## src/rtl/bus_burst_master.sv

```systemverilog
// Pipelined burst initiator for one bus_intercon master port: issues strobes under
// stall/credit control, counts acks, buffers read data and reports a status per burst.
module bus_burst_master #(
    parameter int LEN_W   = 8,
    parameter int DEPTH   = 4,
    parameter int TIMEOUT = 255
) (
    input  logic             clk,
    input  logic             rst,
    input  logic             cmd_valid,
    output logic             cmd_ready,
    input  logic             cmd_we,
    input  logic [29:0]      cmd_addr,
    input  logic [LEN_W-1:0] cmd_len,
    input  logic [3:0]       cmd_sel,
    input  logic             wdata_valid,
    output logic             wdata_ready,
    input  logic [31:0]      wdata,
    output logic             rdata_valid,
    input  logic             rdata_ready,
    output logic [31:0]      rdata,
    output logic [29:0]      bus_o_addr,
    output logic [31:0]      bus_o_data,
    output logic             bus_o_cyc,
    output logic             bus_o_stb,
    output logic             bus_o_we,
    output logic [3:0]       bus_o_sel,
    input  logic [31:0]      bus_i_data,
    input  logic             bus_i_ack,
    input  logic             bus_i_err,
    input  logic             bus_i_stall,
    output logic             done,
    output logic [1:0]       err_code,
    output logic [LEN_W-1:0] xfer_cnt
);

    localparam int PTR_W = $clog2(DEPTH);
    localparam int CNT_W = PTR_W + 1;
    localparam int TMO_W = (TIMEOUT > 0) ? $clog2(TIMEOUT + 1) : 1;
    localparam logic [CNT_W:0]     DEPTH_LIM = (CNT_W + 1)'(DEPTH);
    localparam logic [TMO_W-1:0]   TMO_LAST  = TMO_W'((TIMEOUT > 0) ? (TIMEOUT - 1) : 0);
    localparam logic               TMO_EN    = (TIMEOUT > 0);

    localparam logic [1:0] ST_IDLE  = 2'd0;
    localparam logic [1:0] ST_ISSUE = 2'd1;
    localparam logic [1:0] ST_DRAIN = 2'd2;
    localparam logic [1:0] ST_DONE  = 2'd3;

    localparam logic [1:0] ERR_OK  = 2'd0;
    localparam logic [1:0] ERR_BUS = 2'd1;
    localparam logic [1:0] ERR_TMO = 2'd2;

    logic [1:0]       state_r;
    logic [1:0]       state_next_s;
    logic [29:0]      addr_r;
    logic [LEN_W-1:0] rem_r;
    logic [LEN_W-1:0] xfer_cnt_r;
    logic             we_r;
    logic [3:0]       sel_r;
    logic [CNT_W-1:0] outst_r;
    logic [CNT_W-1:0] outst_next_s;
    logic [CNT_W-1:0] fifo_cnt_r;
    logic [PTR_W-1:0] wr_ptr_r;
    logic [PTR_W-1:0] rd_ptr_r;
    logic [31:0]      mem_r [DEPTH];
    logic [TMO_W-1:0] tmo_r;
    logic [1:0]       err_code_r;
    logic             cyc_r;
    logic             done_r;

    logic             cmd_ready_s;
    logic             cmd_fire_s;
    logic [CNT_W:0]   inflight_s;
    logic             credit_s;
    logic             stb_s;
    logic             accept_s;
    logic             ack_s;
    logic             err_s;
    logic             push_s;
    logic             pop_s;
    logic             progress_s;
    logic             tmo_hit_s;

    // Read FIFO occupancy counts against the outstanding window so a push can never overflow.
    assign inflight_s  = {1'b0, outst_r} + {1'b0, fifo_cnt_r};
    assign credit_s    = (inflight_s < DEPTH_LIM);
    assign cmd_ready_s = (state_r == ST_IDLE) && (fifo_cnt_r == '0);
    assign cmd_fire_s  = cmd_valid && cmd_ready_s;
    assign stb_s       = (state_r == ST_ISSUE) && (rem_r != '0) && credit_s && (!we_r || wdata_valid);
    assign accept_s    = stb_s && !bus_i_stall;
    assign ack_s       = cyc_r && bus_i_ack && (outst_r != '0);
    assign err_s       = cyc_r && bus_i_err;
    assign push_s      = ack_s && !we_r;
    assign pop_s       = (fifo_cnt_r != '0) && rdata_ready;
    assign progress_s  = accept_s || ack_s;
    assign tmo_hit_s   = TMO_EN && cyc_r && !progress_s && (tmo_r == TMO_LAST);

    assign cmd_ready   = cmd_ready_s;
    assign wdata_ready = accept_s && we_r;
    assign rdata_valid = (fifo_cnt_r != '0);
    assign rdata       = mem_r[rd_ptr_r];
    assign bus_o_addr  = addr_r;
    assign bus_o_data  = we_r ? wdata : 32'd0;
    assign bus_o_cyc   = cyc_r;
    assign bus_o_stb   = stb_s;
    assign bus_o_we    = we_r;
    assign bus_o_sel   = sel_r;
    assign done        = done_r;
    assign err_code    = err_code_r;
    assign xfer_cnt    = xfer_cnt_r;

    // Outstanding-strobe bookkeeping: a beat accepted together with an ack nets to zero.
    always_comb begin
        outst_next_s = outst_r;
        case ({accept_s, ack_s})
            2'b10:   outst_next_s = outst_r + CNT_W'(1);
            2'b01:   outst_next_s = outst_r - CNT_W'(1);
            default: outst_next_s = outst_r;
        endcase
    end

    // Burst sequencing; err and timeout abort straight to DONE from either bus state.
    always_comb begin
        state_next_s = state_r;
        case (state_r)
            ST_IDLE: begin
                if (cmd_fire_s) begin
                    state_next_s = (cmd_len == '0) ? ST_DONE : ST_ISSUE;
                end else begin
                    state_next_s = ST_IDLE;
                end
            end
            ST_ISSUE: begin
                if (err_s || tmo_hit_s) begin
                    state_next_s = ST_DONE;
                end else if (accept_s && (rem_r == LEN_W'(1))) begin
                    state_next_s = ST_DRAIN;
                end else begin
                    state_next_s = ST_ISSUE;
                end
            end
            ST_DRAIN: begin
                if (err_s || tmo_hit_s || (outst_next_s == '0)) begin
                    state_next_s = ST_DONE;
                end else begin
                    state_next_s = ST_DRAIN;
                end
            end
            ST_DONE:  state_next_s = ST_IDLE;
            default:  state_next_s = ST_IDLE;
        endcase
    end

    // Control, address and status registers.
    always_ff @(posedge clk or posedge rst) begin
        if (rst) begin
            state_r    <= ST_IDLE;
            addr_r     <= 30'd0;
            rem_r      <= '0;
            we_r       <= 1'b0;
            sel_r      <= 4'd0;
            outst_r    <= '0;
            xfer_cnt_r <= '0;
            err_code_r <= ERR_OK;
            tmo_r      <= '0;
            cyc_r      <= 1'b0;
            done_r     <= 1'b0;
        end else begin
            state_r <= state_next_s;
            cyc_r   <= (state_next_s == ST_ISSUE) || (state_next_s == ST_DRAIN);
            done_r  <= (state_next_s == ST_DONE);
            if (!TMO_EN || !cyc_r || progress_s) begin
                tmo_r <= '0;
            end else begin
                tmo_r <= tmo_r + TMO_W'(1);
            end
            if (cmd_fire_s) begin
                addr_r     <= cmd_addr;
                rem_r      <= cmd_len;
                we_r       <= cmd_we;
                sel_r      <= cmd_sel;
                outst_r    <= '0;
                xfer_cnt_r <= '0;
                err_code_r <= ERR_OK;
            end else begin
                if (accept_s) begin
                    addr_r <= addr_r + 30'd1;
                    rem_r  <= rem_r - LEN_W'(1);
                end
                outst_r <= outst_next_s;
                if (ack_s) begin
                    xfer_cnt_r <= xfer_cnt_r + LEN_W'(1);
                end
                if (err_s) begin
                    err_code_r <= ERR_BUS;
                end else if (tmo_hit_s) begin
                    err_code_r <= ERR_TMO;
                end
            end
        end
    end

    // Read FIFO pointers and occupancy.
    always_ff @(posedge clk or posedge rst) begin
        if (rst) begin
            wr_ptr_r   <= '0;
            rd_ptr_r   <= '0;
            fifo_cnt_r <= '0;
        end else begin
            if (push_s) begin
                wr_ptr_r <= wr_ptr_r + PTR_W'(1);
            end
            if (pop_s) begin
                rd_ptr_r <= rd_ptr_r + PTR_W'(1);
            end
            case ({push_s, pop_s})
                2'b10:   fifo_cnt_r <= fifo_cnt_r + CNT_W'(1);
                2'b01:   fifo_cnt_r <= fifo_cnt_r - CNT_W'(1);
                default: fifo_cnt_r <= fifo_cnt_r;
            endcase
        end
    end

    // Read FIFO storage; contents are only meaningful behind the reset-cleared pointers.
    always_ff @(posedge clk) begin
        if (push_s) begin
            mem_r[wr_ptr_r] <= bus_i_data;
        end
    end

endmodule

```

## config.mk

```make
export PLATFORM = sky130hd
export DESIGN_NAME = bus_burst_master
export DESIGN_NICKNAME = d
export VERILOG_FILES = /design/src/rtl/bus_burst_master.sv
export SDC_FILE = /design/constraint.sdc
export NUM_CORES = 1
export LEC_CHECK = 0
export ABC_AREA = 1
export CAP_MARGIN = 25
export CELL_PAD_IN_SITES_DETAIL_PLACEMENT = 0
export CELL_PAD_IN_SITES_GLOBAL_PLACEMENT = 1
export CORE_UTILIZATION = 42
export CTS_BUF_LIST = sky130_fd_sc_hd__clkbuf_8
export CTS_CLUSTER_DIAMETER = 120
export DETAILED_ROUTE_END_ITERATION = 7
export HOLD_SLACK_MARGIN = 0.08
export PLACE_DENSITY = 0.86
export SYNTH_ARGS = -nofsm -noshare
export SYNTH_HDL_FRONTEND = slang
export SYNTH_SLANG_ARGS = --single-unit
```

## constraint.sdc

```tcl
create_clock -name clk -period 7.8 [get_ports clk]
set_input_delay 1.17 -clock clk [delete_from_list [all_inputs] [get_ports clk]]
set_output_delay 1.17 -clock clk [all_outputs]
set_load 0.005 [all_outputs]
```

==> results of run 1 <==
-- how the worst max path moves through the flow --
stage,start,to,slack (ns),cells after the start
2_1_floorplan,bus_i_ack,mem_r[0][0],4.41,4
3_3_place_gp,wdata_valid,wdata_ready,3.56,8
3_5_place_dp,wdata_valid,wdata_ready,3.58,8
4_1_cts,wdata_valid,wdata_ready,3.57,8
5_1_grt,wdata_valid,wdata_ready,3.50,8
6_report,wdata_valid,wdata_ready,3.66,8
-- cell type report --
type / instances / area, um^2 / area share [%]
Timing Repair Buffer: 239 / 2450 / 18.6
Clock inverter: 28 / 153 / 1.16
Multi-Input combinational cell: 742 / 3600 / 27.3
Inverter: 100 / 379 / 2.87
Sequential cell: 203 / 5720 / 43.4
Tap cell: 313 / 392 / 2.97
Clock buffer: 36 / 495 / 3.76
-- cell usage in the layout (no fill, tap or decap), drive strengths merged, types with 3 or more instances in the layout --
master	Yosys	routed
nand2	305	305
clkdlybuf4s50	0	229
nor2	161	161
edfxtp	128	128
inv	100	109
o21ai	85	85
dfrtp	75	75
nand3	56	56
clkbuf	18	36
o22ai	32	32
a21oi	23	23
clkinv	0	17
ha	16	16
nand3b	13	13
xor2	12	12
buf	23	10
nor3	9	9
or2	6	6
xnor2	5	5
nand4	5	5
o21bai	3	3
nor4	3	3
nor3b	3	3
-- critical path: stages --
cell and delay (ns):
clkdlybuf4s50_1 0.45, inv_1 0.03, nand2_1 0.04, nand2_1 0.08
nor2_4 0.11, nand4_4 0.33, nor2_1 0.21, clkdlybuf4s50_1 0.54
-- layer usage --
metal,vias to the layer above,routed length (um)
met5,-,0
met4,0,555
li1,4054,-
met2,245,11500
met1,3799,11000
met3,46,1850
-- metrics by stage --
step | setup WS, ns | util [%] | hold WS [ns] | instance area, um^2 | power [mW]
floorplan | 4.41 | - | 0.449 | 9910 | 2.51
global placement | 3.56 | 54.2 | 0.466 | 12400 | 3.33
detailed placement | 3.58 | 54.3 | 0.468 | 12400 | 3.36
CTS | 3.57 | 57.1 | 0.482 | 13100 | 4.28
global route | 3.50 | 57.6 | 0.501 | 13200 | 4.58
finish | 3.66 | 57.6 | 0.480 | 13200 | 4.25
-- cells by family (layout without fill, tap and decap cells) --
logic type	count (synthesis)	count (layout)
AO/OA/AOI/OAI	146	146
AND/OR/NAND/NOR	561	561
adder cells (fa/ha/maj)	18	18
flip-flops	203	203
buffers and inverters	141	403
XOR/XNOR	17	17
-- report_power, final --
group	switching, mW	internal, mW
logic	0.914	0.879
registers	0.206	1.35
clock network	0.434	0.468
-- sequential cells by signal, indices dropped and copies added, names as in the netlist --
signal,flops
done,1
bus_o_we,1
state_r,2
err_code,2
rd_ptr_r,2
xfer_cnt,8
bus_o_cyc,1
rem_r,8
wr_ptr_r,2
tmo_r,8
bus_o_addr,30
outst_r,3
bus_o_sel,4
mem_r,128
fifo_cnt_r,3
==> qor.yml, run 1 <==
clock_network:
  ctsHtreeMaxLevel: 2
  cts.clk_slew.worst_paths_ns: 0.05
  cts_tree: "done"
  cts_buffers: 36
  cts-resized-gates: 0
  post_cts_buffers: 0
  cts_hold_buf: 0
  clockBufferDepth: 3
  clk_latency_ns: 0.53
  cts_root_buf: "clkbuf_8"
  cts.sinks: 203
timing:
  slew_violations: 0
  max_slew.worst_pin.slew_ns: 0.996
  max_freq_mhz: 241
  relSlewSlack_pct: 33.5
  setup-tns-final_ns: 0
  fin_crit_sh_pct: 53.1
  skew_ns: 0.0277
  hold_violations: 0
  layout_min_cycle_time_ns: 4.14
  grt_setup_unrepaired: "no"
  finalSetupViolations: 0
worst_setup_path:
  regToRegSetupSlack_ns: 4.57
  critPathLaunchType: "input port"
  critical_path.max_fanout: 18
  worstSetupPathType: "in2out"
  required_ns: 6.63
  worstReg2RegStart: "outst_r[2]"
  worstSetupEndpointType: "primary output"
  rr_worst_depth: 14
  arrival_ns: 2.97
  timing.rr.end: "bus_o_cyc"
global_route:
  grt_pass1_wl_um: 39600
  grt_util_all_layers_pct: 20.8
  antenna_found_initial: 0
  busiest_layer: "met2"
  grt_max_degree: 76
  grt-ovfl-total: 0
  grt_util_met3_pct: 5.11
  grt_use_met1_pct: 28.2
  met2_usage_pct: 33.1
  grt_pass1_vias: 7616
floorplanning:
  num_rows: 55
  die_w_um: 156
  dieArea_um2: 24200
  die_h_um: 156
  start_util_pct: 43.2
  core_um2: 22900
  ios: 230
logic_synthesis:
  synth_edf_count: 128
  async_reset_ff_share_pct: 36.9
  syn-num-nets: 1219
  synth_adder_area_share_pct: 2.42
  yosysWarningCount: 0
  synth_compound_area_share_pct: 7.92
  ys_top_cells_by_area: "edfxtp_1 (39%), dfrtp_1 (19%), nand2_1 (11%)"
  synth_ff_type: "edfxtp_1"
  synthCells: 1086
  syn-cell-area_um2: 9910
  synth_xor_area_share_pct: 1.50
  synth-seq-cells: 203
  synth-simple-area-share_pct: 24.2
  synthMuxAreaShare_pct: 0
  synth.most_common_cell: "nand2_1"
  synth_top_cell_by_area: "edfxtp_1"
  synth_seq_area_share_pct: 57.7
  synth_top_family_by_area: "simple AND/OR/NAND/NOR gates"
  yosys-top-cells-count: "nand2_1 (301), nor2_1 (153), edfxtp_1 (128)"
  synth_top_area_share_pct: 38.8
  synth_cell_types: 36
  avgSynthCellArea_um2: 9.13
detailed_routing:
  wl_per_cell_um: 15.0
  drtIter0Drc: 569
  first_pass_iters: 5
  drtAntennaViolNets: 0
  via_count: 8144
  routed_via_density: 4.90
  wirelength_um: 24900
  remaining_drc_errors: 0
placed_design:
  dp_hpwl_um: 16400
  place.gp.congestion: 0.822
  portBuffers: 229
  placed_cells: 1593
power_and_ir_drop:
  p_per_area_nw_per_um2: 322
  power_leakage_nw: 5.34
  max-vdd-ir-drop_uv: 191
min_path:
  min_to: "rem_r[1]"
  hold_class: "reg2reg"
  hold_path.startpoint: "rem_r[1]"
  holdPathStages: 2
final_layout:
  drive_above_1_share_pct: 6.68
  fin_nets: 1455
  syn2layout_area_growth_pct: 33.1
  antenna_cells: 0
  fillerInstances: 2054
  fin_cells: 1661
run:
  drv_cap: 0
status:
  outcome: "finished clean"
Note: power is estimated with default switching activity, not from simulation.
==> run 2: changes to the inputs <==
--- a/config.mk
+++ b/config.mk
@@ -9,12 +9,12 @@
 export CAP_MARGIN = 25
 export CELL_PAD_IN_SITES_DETAIL_PLACEMENT = 0
 export CELL_PAD_IN_SITES_GLOBAL_PLACEMENT = 1
-export CORE_UTILIZATION = 42
+export CORE_UTILIZATION = 35
 export CTS_BUF_LIST = sky130_fd_sc_hd__clkbuf_8
 export CTS_CLUSTER_DIAMETER = 120
 export DETAILED_ROUTE_END_ITERATION = 7
 export HOLD_SLACK_MARGIN = 0.08
-export PLACE_DENSITY = 0.86
+export PLACE_DENSITY = 0.76
 export SYNTH_ARGS = -nofsm -noshare
 export SYNTH_HDL_FRONTEND = slang
 export SYNTH_SLANG_ARGS = --single-unit
==> constraint.sdc (replaced) <==
create_clock -name clk -period 3.4 [get_ports clk]
set_input_delay 0.51 -clock clk [delete_from_list [all_inputs] [get_ports clk]]
set_output_delay 0.51 -clock clk [all_outputs]
set_load 0.005 [all_outputs]
==> run 2 against run 1 <==
Register-to-register slack got worse by 4.0 ns. Critical path depth fell by 1. Count of clock-buffer cells in the layout rose by 5. Routed wire length rose by 3.5%. Worst setup slack got worse by 3.3 ns. Combinational power rose by 130%. Power rose by 130%. Via count fell by 1.2%. Global-route usage fell by 2.6 points. Sequential share of layout area fell by 0.36 points. First-iteration DRC count fell by 26%. Largest power group unchanged. Highest routed layer unchanged.
==> qor.yml, run 2 (synthesis gave the netlist of run 1 again) <==
status:
  outcome: "finished clean"
power_and_ir_drop:
  p_per_area_nw_per_um2: 747  # +130%
  comb_power_share_pct: 41.6  # -0.6 points
  power_leakage_nw: 5.36  # +0.33%
  swShare_pct: 36.6  # about the same
  p_seq_share_pct: 35.6  # -1.0 points
  netSwitchingPower_mw: 3.63  # +130%
  p_clk_share_pct: 22.8  # +1.6 points
  p_int_mw: 6.30  # +130%
  max-vdd-ir-drop_uv: 418  # +120%
  p_total_mw: 9.94  # +130%
global_route:
  met2_usage_pct: 29.9  # -3.2 points
  antenna_found_initial: 1  # +1
  grt_util_all_layers_pct: 18.2  # -2.6 points
  grt_pass1_vias: 7883  # +3.5%
  grt_util_met3_pct: 5.00  # -0.11 points
  grt_pass1_wl_um: 41300  # +4.1%
  grt-ovfl-total: 0  # unchanged
  grt_use_met1_pct: 23.5  # -4.6 points
  grt_max_degree: 66  # -13%
  busiest_layer: "met2"
worst_setup_path:
  critical_path.max_fanout: 17  # -1
  worstSetupPathType: "reg2out"
  critPathLaunchType: "flop"
  worstSetupEndpointType: "primary output"
  required_ns: 2.89  # -3.74 ns
  arrival_ns: 2.57  # -0.40 ns
run:
  drv_cap: 0  # unchanged
detailed_routing:
  via_count: 8043  # -1.2%
  wl_per_cell_um: 14.9  # -0.92%
  remaining_drc_errors: 0  # unchanged
  wirelength_um: 25800  # +3.5%
  drtAntennaViolNets: 0  # unchanged
  drtIter0Drc: 421  # -26%
  first_pass_iters: 5  # unchanged
  routed_via_density: 4.63  # -5.5%
final_layout:
  final_cell_mix: "nand2_1 (301), clkdlybuf4s50_1 (229), nor2_1 (149)"
  layout_commonest_cell: "nand2_1"
  fin_util_pct: 47.9  # -9.7 points
  fin_nets: 1462  # +0.48%
  top_register: "mem_r"
  syn2layout_area_growth_pct: 34.2
  drive_above_1_share_pct: 7.74  # +1.1 points
  largest_register_ffs: 128  # unchanged
  final_area_um2: 13300  # +0.83%
timing:
  max_slew.worst_pin.slew_ns: 0.642  # -0.353 ns
  layout_min_cycle_time_ns: 3.08
  grt_setup_unrepaired: "no"
  relSlewSlack_pct: 57.1  # +24 points
  setup-tns-final_ns: 0  # unchanged
  skew_ns: 0.0223  # -0.00538 ns
  fin_crit_sh_pct: 90.7
  finalSetupViolations: 0  # unchanged
  whs_ns: 0.354  # -0.125 ns
  hold_violations: 0  # unchanged
  max_freq_mhz: 324
  slew_violations: 0  # unchanged
placed_design:
  dp_hpwl_um: 17100  # +4.1%
  place_area_um2: 12600  # +1.0%
  portBuffers: 229  # unchanged
  place.gp.congestion: 0.825  # +0.38%
floorplanning:
  start_util_pct: 35.7  # -7.6 points
  dieArea_um2: 29000  # +20%
  die_w_um: 170  # +9.4%
  num_rows: 61  # +11%
  core_um2: 27800  # +21%
  die_h_um: 170  # +9.4%
  ios: 230  # unchanged
clock_network:
  clk_latency_ns: 0.54  # about the same
  cts_root_buf: "clkbuf_8"
  clockBufferDepth: 3  # unchanged
  cts.sinks: 203  # unchanged
  ctsHtreeMaxLevel: 2  # unchanged
  post_cts_buffers: 0  # unchanged
  cts_buffers: 38  # +5.6%
  cts_tree: "done"
  cts_hold_buf: 0  # unchanged
  cts.clk_slew.worst_paths_ns: 0.06  # about the same
  cts-resized-gates: 0  # unchanged
min_path:
  hold_class: "in2async"
[run 2: path summary, 6_finish.rpt]
kind / to / start / cells after the start / slack, ns
worst max-delay path: wdata_ready / outst_r[2] / 7 / 0.32
worst min-delay path: wr_ptr_r[0] / rst / 2 / 0.35
worst max register to register: bus_o_cyc / outst_r[2] / 14 / 0.53
worst min register to register: rem_r[1] / rem_r[1] / 2 / 0.48
max in group asynchronous: bus_o_addr[8] / rst / 3 / 2.37
min in group clk: rem_r[1] / rem_r[1] / 2 / 0.48
[run 2: final cells by class]
cell class,instances,area [um^2]
inverters,100,379
flip-flops and latches,203,5720
clock buffers,41,564
fillers,2695,14500
diodes,1,2.50
well taps,378,473
multi-input cells,742,3580
clock inverters,27,164
repair buffers,244,2420
[run 2: per-stage QoR]
| stage | worst slack (ns) | instances |
|---|---|---|
| 2_1_floorplan | 0.487 | 1086 |
| 5_1_grt | 0.144 | 1736 |
| 3_5_place_dp | 0.326 | 1667 |
| 6_report | 0.317 | 1736 |
| 3_3_place_gp | 0.366 | 1667 |
| 4_1_cts | 0.242 | 1735 |
[run 2: metal layers]
layer	vias to the layer above	part of all wire (%)
met3	37	7.1
met2	200	45
met4	0	1.6
li1	4083	-
met5	-	0
met1	3723	46
[run 2: critical path: stages (launching register included)]
cell	delay, ns
dfrtp_1	0.40
ha_1	0.29
or2_1	0.24
nor2_4	0.13
nand4_4	0.11
buf_4	0.22
nor2_1	0.12
clkdlybuf4s50_1	0.52
[run 2: power by group through the flow]
stage               Sequential, mW  Combinational, mW  Clock (mW)
floorplan                     3.49               2.26           0
global placement              3.58               4.13           0
detailed placement            3.58               4.18           0
CTS                           3.54               4.21        2.35
global route                  3.61               4.64        2.47
finish                        3.54               4.14        2.27
